### src/rtl/axi_burst_master.sv
// AXI4 burst manager moving 16-bit samples between local streams and an AXI subordinate.
// Commands are split into INCR bursts that never cross 4 KB, one transaction outstanding.
module axi_burst_master #(
  parameter int DATA_W    = 16,
  parameter int MAX_BURST = 16,
  parameter int LEN_W     = 14
) (
  input  logic              a_clk,
  input  logic              a_rst,
  input  logic              cmd_start,
  input  logic              cmd_rd,
  input  logic [31:0]       cmd_addr,
  input  logic [LEN_W-1:0]  cmd_len,
  output logic              busy,
  output logic              done,
  output logic              err,
  input  logic              s_valid,
  output logic              s_ready,
  input  logic [DATA_W-1:0] s_data,
  output logic              m_valid,
  input  logic              m_ready,
  output logic [DATA_W-1:0] m_data,
  output logic [31:0]       a_awaddr,
  output logic [7:0]        a_awlen,
  output logic [2:0]        a_awsize,
  output logic [1:0]        a_awburst,
  output logic              a_awvalid,
  input  logic              a_awready,
  output logic              a_wvalid,
  input  logic              a_wready,
  output logic [63:0]       a_wdata,
  output logic [7:0]        a_wstrb,
  output logic              a_wlast,
  input  logic              a_bvalid,
  output logic              a_bready,
  input  logic [1:0]        a_bresp,
  output logic [31:0]       a_araddr,
  output logic [7:0]        a_arlen,
  output logic [2:0]        a_arsize,
  output logic [1:0]        a_arburst,
  output logic              a_arvalid,
  input  logic              a_arready,
  input  logic              a_rvalid,
  output logic              a_rready,
  input  logic [63:0]       a_rdata,
  input  logic [1:0]        a_rresp,
  input  logic              a_rlast
);

  typedef enum logic [2:0] {
    ST_IDLE, ST_AW, ST_W, ST_B, ST_AR, ST_R, ST_DONE
  } state_e;

  state_e             state_q, state_d;
  logic [31:0]        addr_q, addr_d;
  logic [LEN_W-1:0]   rem_q, rem_d;
  logic [7:0]         len_q, len_d;
  logic [8:0]         cnt_q, cnt_d;
  logic               err_q, err_d;

  logic [8:0]         beats;
  logic [LEN_W-1:0]   rem_after;
  logic [31:0]        next_addr;
  logic               last_beat;
  logic               in_w, in_r;
  logic               unused_rdata;

  // Burst length minus one: limited by remaining samples, MAX_BURST and the 4 KB page edge.
  function automatic logic [7:0] calc_len(input logic [31:0] addr, input logic [LEN_W-1:0] rem);
    logic [12:0] bytes_left;
    logic [15:0] lim;
    bytes_left = 13'd4096 - {1'b0, addr[11:0]};
    lim = 16'(MAX_BURST);
    if ({6'd0, bytes_left[12:3]} < lim) lim = {6'd0, bytes_left[12:3]};
    if (16'(rem) < lim) lim = 16'(rem);
    return 8'(lim - 16'd1);
  endfunction

  assign beats     = {1'b0, len_q} + 9'd1;
  assign rem_after = rem_q - LEN_W'(beats);
  assign next_addr = addr_q + 32'({beats, 3'b000});
  assign last_beat = (cnt_q == {1'b0, len_q});

  always_comb begin
    // NOTE: every variable gets a default first so no path leaves it unassigned (no latches).
    state_d = state_q;
    addr_d  = addr_q;
    rem_d   = rem_q;
    len_d   = len_q;
    cnt_d   = cnt_q;
    err_d   = err_q;
    unique case (state_q)
      ST_IDLE: begin
        if (cmd_start) begin
          err_d  = 1'b0;
          addr_d = cmd_addr;
          rem_d  = cmd_len;
          cnt_d  = '0;
          if (cmd_len == '0) begin
            state_d = ST_DONE;
          end else begin
            len_d   = calc_len(cmd_addr, cmd_len);
            state_d = cmd_rd ? ST_AR : ST_AW;
          end
        end
      end
      ST_AW: if (a_awready) state_d = ST_W;
      ST_W: begin
        if (s_valid && a_wready) begin
          cnt_d = cnt_q + 9'd1;
          if (last_beat) begin
            cnt_d   = '0;
            state_d = ST_B;
          end
        end
      end
      ST_B: begin
        if (a_bvalid) begin
          if (a_bresp != 2'b00) err_d = 1'b1;
          rem_d = rem_after;
          if (rem_after == '0) begin
            state_d = ST_DONE;
          end else begin
            addr_d  = next_addr;
            len_d   = calc_len(next_addr, rem_after);
            state_d = ST_AW;
          end
        end
      end
      ST_AR: if (a_arready) state_d = ST_R;
      ST_R: begin
        if (a_rvalid && m_ready) begin
          cnt_d = cnt_q + 9'd1;
          if (a_rresp != 2'b00) err_d = 1'b1;
          if (a_rlast) begin
            // Short or long bursts are flagged but still retire the expected length.
            if (!last_beat) err_d = 1'b1;
            cnt_d = '0;
            rem_d = rem_after;
            if (rem_after == '0) begin
              state_d = ST_DONE;
            end else begin
              addr_d  = next_addr;
              len_d   = calc_len(next_addr, rem_after);
              state_d = ST_AR;
            end
          end
        end
      end
      ST_DONE: state_d = ST_IDLE;
      default: state_d = ST_IDLE;
    endcase
  end

  // NOTE: sequential state uses non-blocking assignments so all flops update together.
  always_ff @(posedge a_clk or posedge a_rst) begin
    if (a_rst) begin
      state_q <= ST_IDLE;
      addr_q  <= '0;
      rem_q   <= '0;
      len_q   <= '0;
      cnt_q   <= '0;
      err_q   <= 1'b0;
    end else begin
      state_q <= state_d;
      addr_q  <= addr_d;
      rem_q   <= rem_d;
      len_q   <= len_d;
      cnt_q   <= cnt_d;
      err_q   <= err_d;
    end
  end

  assign in_w = (state_q == ST_W);
  assign in_r = (state_q == ST_R);

  assign busy = (state_q != ST_IDLE);
  assign done = (state_q == ST_DONE);
  assign err  = err_q;

  assign a_awaddr  = addr_q;
  assign a_awlen   = len_q;
  assign a_awsize  = 3'b011;
  assign a_awburst = 2'b01;
  assign a_awvalid = (state_q == ST_AW);

  // Write data passes straight from the source stream; nothing is buffered.
  assign a_wvalid = in_w & s_valid;
  assign s_ready  = in_w & a_wready;
  assign a_wdata  = {{(64-DATA_W){1'b0}}, s_data};
  assign a_wstrb  = 8'h03;
  assign a_wlast  = in_w & last_beat;
  assign a_bready = (state_q == ST_B);

  assign a_araddr  = addr_q;
  assign a_arlen   = len_q;
  assign a_arsize  = 3'b011;
  assign a_arburst = 2'b01;
  assign a_arvalid = (state_q == ST_AR);

  assign m_valid  = in_r & a_rvalid;
  assign a_rready = in_r & m_ready;
  assign m_data   = in_r ? a_rdata[DATA_W-1:0] : '0;

  assign unused_rdata = ^a_rdata[63:DATA_W];

endmodule

### config.mk
export PLATFORM = sky130hd
export DESIGN_NAME = axi_burst_master
export DESIGN_NICKNAME = d
export VERILOG_FILES = /design/src/rtl/axi_burst_master.sv
export SDC_FILE = /design/constraint.sdc
export NUM_CORES = 1
export LEC_CHECK = 0
export CAP_MARGIN = 10
export CORE_AREA = 10 10 133 147
export CTS_CLUSTER_SIZE = 14
export DETAILED_ROUTE_END_ITERATION = 10
export DIE_AREA = 0 0 143 157
export PLACE_DENSITY = 0.89
export REMOVE_ABC_BUFFERS = 1
export SYNTH_ARGS = -nofsm -noshare
export SYNTH_HDL_FRONTEND = slang
export SYNTH_SLANG_ARGS = --single-unit
### constraint.sdc
create_clock -name a_clk -period 7.4 [get_ports a_clk]
set_clock_uncertainty 0.05 [all_clocks]
set_input_delay 2.22 -clock a_clk [delete_from_list [all_inputs] [get_ports a_clk]]
set_output_delay 2.22 -clock a_clk [all_outputs]
set_load 0.02 [all_outputs]
==> results_dict.tcl <==
set metrics [dict create \
    vias 6790 \
    die_w_microns 143 \
    cts-root-buf "clkbuf_16" \
    final_design_area_no_fill_sq_mm 0.008678 \
    die_area_sq_mm 0.02245 \
    vdd_drop_max_v 0.0003410 \
    critPathLaunch "cmd_addr[1]" \
    place_inst 1219 \
    slew_headroom_pct 28.48 \
    leakagePower_nw 3.688 \
    cellPowerDensity_mw_per_mm2 572.9 \
    crit_path_end_kind "register" \
    cts_num_sinks 67 \
    ys_seq_elements 67 \
    place.detailed.hpwl_mm 17.34 \
    hold_viol 0 \
    drv_cap 0 \
    clockPowerShare_pct 9.8 \
    post_dp_cell_area_sq_mm 0.008349 \
    layout_commonest_cell "clkdlybuf4s50_1" \
    layout_common_cells "clkdlybuf4s50_1, nand2_1, conb_1" \
    grt_pass1_vias 6656 \
    grt_pass1_wl_mm 34.42 \
    ys_warn_count 0 \
    syn_to_final_growth_pct 24.48 \
    start_util_pct 41.74 \
    first_pass_iters 7 \
    tritoncts "done" \
    final.min_clock_period_ns 6.699 \
    drive_gt1_share_pct 5.453 \
    critPathLaunchType "primary input" \
    fin_cells 1235 \
    tightest_slew_ns 1.069 \
    cts_setup_buffers 0 \
    n_fill_cell 1487 \
    port_buffers 184 \
    nets 1208 \
    wl_per_cell_microns 18.05 \
    grt_max_degree 68 \
    yosysSeqAreaShare_pct 24.05 \
    fp.coreArea_sq_mm 0.01670 \
    synthFlopType "dfrtp_1" \
    wirelength_mm 22.29 \
    n_antenna_cell 0 \
    track_usage_pct 18.90 \
    boundaryPins 331 \
    syn_inst 903 \
    fp.dieH_microns 157 \
    tns_ns 0 \
    detail-route-antenna-nets 0 \
    cts_buffers 9 \
    combPwrFrac_pct 74.4 \
    row_count 50 \
    p_sw_mw 2.616 \
    h-tree-depth 3 \
    syn-cell-area_sq_mm 0.006972 \
    place.gp.congestion 0.9194 \
    drt_iter0_drc 618 \
    grt_antenna_before_repair 0 \
    required_ns 7.59 \
    switching_share_pct 52.61 \
    clk_pin_slew_ns 0.06 \
    synth_enable_flop_cells 0 \
    arrival_ns 6.89 \
    hp-class "register to register" \
    async_flop_share_pct 100.0 \
    cts_hold_buf 0 \
    fin_crit_sh_pct 90.53 \
    p_int_mw 2.357 \
    setup_violations 0 \
    worst_hold_startpoint "rem_q[2]$_DFFE_PP0P_" \
    drc 0 \
    status "finished, final reports clean" \
    critPathKind "primary input to register" \
    avgSynthCellArea_sq_um 7.721 \
    reg2reg_from "a_arlen[1]$_DFFE_PP0P_" \
    fmax_mhz 149.3 \
    clk_latency_ns 0.35 \
    cp_max_fo 9 \
    grt-ovfl-total 0 \
    clockBufferDepth 2 \
    cts_resized 0 \
    slew_violations 0 \
    synth_cell_type_count 84 \
    p_seq_share_pct 15.8 \
    rsz0062_at_grt "false" \
    vias_per_cell 5.498 \
]
-- through the flow --
stage / setup WS [ns] / power [mW] / util (%) / hold WS (ns)
after floorplan: 1.242 / 3.239 / - / 0.4063
after global placement: 0.5183 / 4.313 / 49.99 / 0.4202
after detailed placement: 0.3699 / 4.428 / 49.99 / 0.4279
after CTS: 0.7196 / 4.950 / 51.96 / 0.4423
after global routing: 0.4260 / 5.357 / 51.96 / 0.4918
final: 0.7010 / 4.972 / 51.96 / 0.4396
-- power groups by stage --
stage | Sequential (mW) | Clock [mW] | Combinational (mW)
6_report | 0.784 | 0.490 | 3.70
5_1_grt | 0.813 | 0.510 | 4.03
4_1_cts | 0.780 | 0.491 | 3.68
3_5_place_dp | 0.784 | 0 | 3.64
3_3_place_gp | 0.778 | 0 | 3.53
2_1_floorplan | 0.992 | 0 | 2.25
-- registers in the layout (all words and copies together) (netlist names) --
register  cells
a_araddr     32
rem_q        14
err           1
cnt_q         9
state_q       3
a_arlen       8
-- cell type report --
type	count	area (sq um)	share of cell area [%]
Inverter	33	123.9	1.427
Tap cell	208	260.3	2.999
Clock buffer	12	256.5	2.956
Clock inverter	4	72.57	0.8362
Timing Repair Buffer	192	1902	21.91
Sequential cell	67	1677	19.32
Multi-Input combinational cell	719	4387	50.55
-- worst max-delay path: stages --
cell and delay [ns]:
clkdlybuf4s50_1 0.43, nor3_1 0.42, nand2b_1 0.18, or3_1 0.39
xor2_1 0.16, nand2_1 0.11, ha_1 0.30, o21a_1 0.19
o31a_1 0.13, o2111a_1 0.24, o21ai_1 0.54, or2_2 0.22
a21oi_1 0.08, a211oi_2 0.30, nand3_2 0.18, or4_1 0.56
a31o_1 0.22
-- metal layers --
metal	track usage, %	share of wire, %	vias up
li1	-	-	3228
met5	1.190	0	-
met1	21.49	38	3190
met4	7.768	3.0	0
met2	31.43	49	325
met3	6.631	10	47
-- cells in the mapped netlist (12+ instances only) --
library cell,instances,area share [%]
buf_4,122,13
nand2_1,102,5.5
nor2_1,72,3.9
a21oi_1,68,4.9
dfrtp_1,67,24
o21ai_0,48,3.4
ha_1,42,7.5
inv_1,33,1.8
clkbuf_1,32,1.7
nand3_1,29,2.1
and2_1,23,2.1
xnor2_1,17,2.1
xor2_1,17,2.1
a31oi_1,16,1.4
nor3_1,15,1.1
o21ai_1,14,1.0
and3_1,12,1.1
o22ai_1,12,1.1
-- cells by family (layout without fill, tap and decap cells) --
| kind of cell | Yosys count | after routing | share of synthesized area (%) |
|---|---|---|---|
| buffers and inverters | 191 | 241 | 17.09 |
| xor gates and xnor gates | 35 | 35 | 4.666 |
| muxes | 12 | 12 | 2.136 |
| and+or+nand+nor | 327 | 327 | 23.47 |
| DFF | 67 | 67 | 24.05 |
| AOI/OAI and AO/OA | 225 | 225 | 20.37 |
| adders and majority gates | 44 | 44 | 8.112 |
| other | 2 | 76 | 0.1077 |
-- final timing paths --
path                                       endpoint  cells after the start  slack (ns)
max in group asynchronous   a_araddr[9]$_DFFE_PP0P_                      3        4.28
setup reg to reg             a_arlen[7]$_DFFE_PP0P_                     25        0.77
min in group asynchronous  a_araddr[31]$_DFFE_PP0P_                      3        2.41
hold / removal                 rem_q[2]$_DFFE_PP0P_                      2        0.44
hold reg to reg                rem_q[2]$_DFFE_PP0P_                      2        0.44
setup / recovery             a_arlen[7]$_DFFE_PP0P_                     17        0.70
Power figures use the tool's default switching activity.
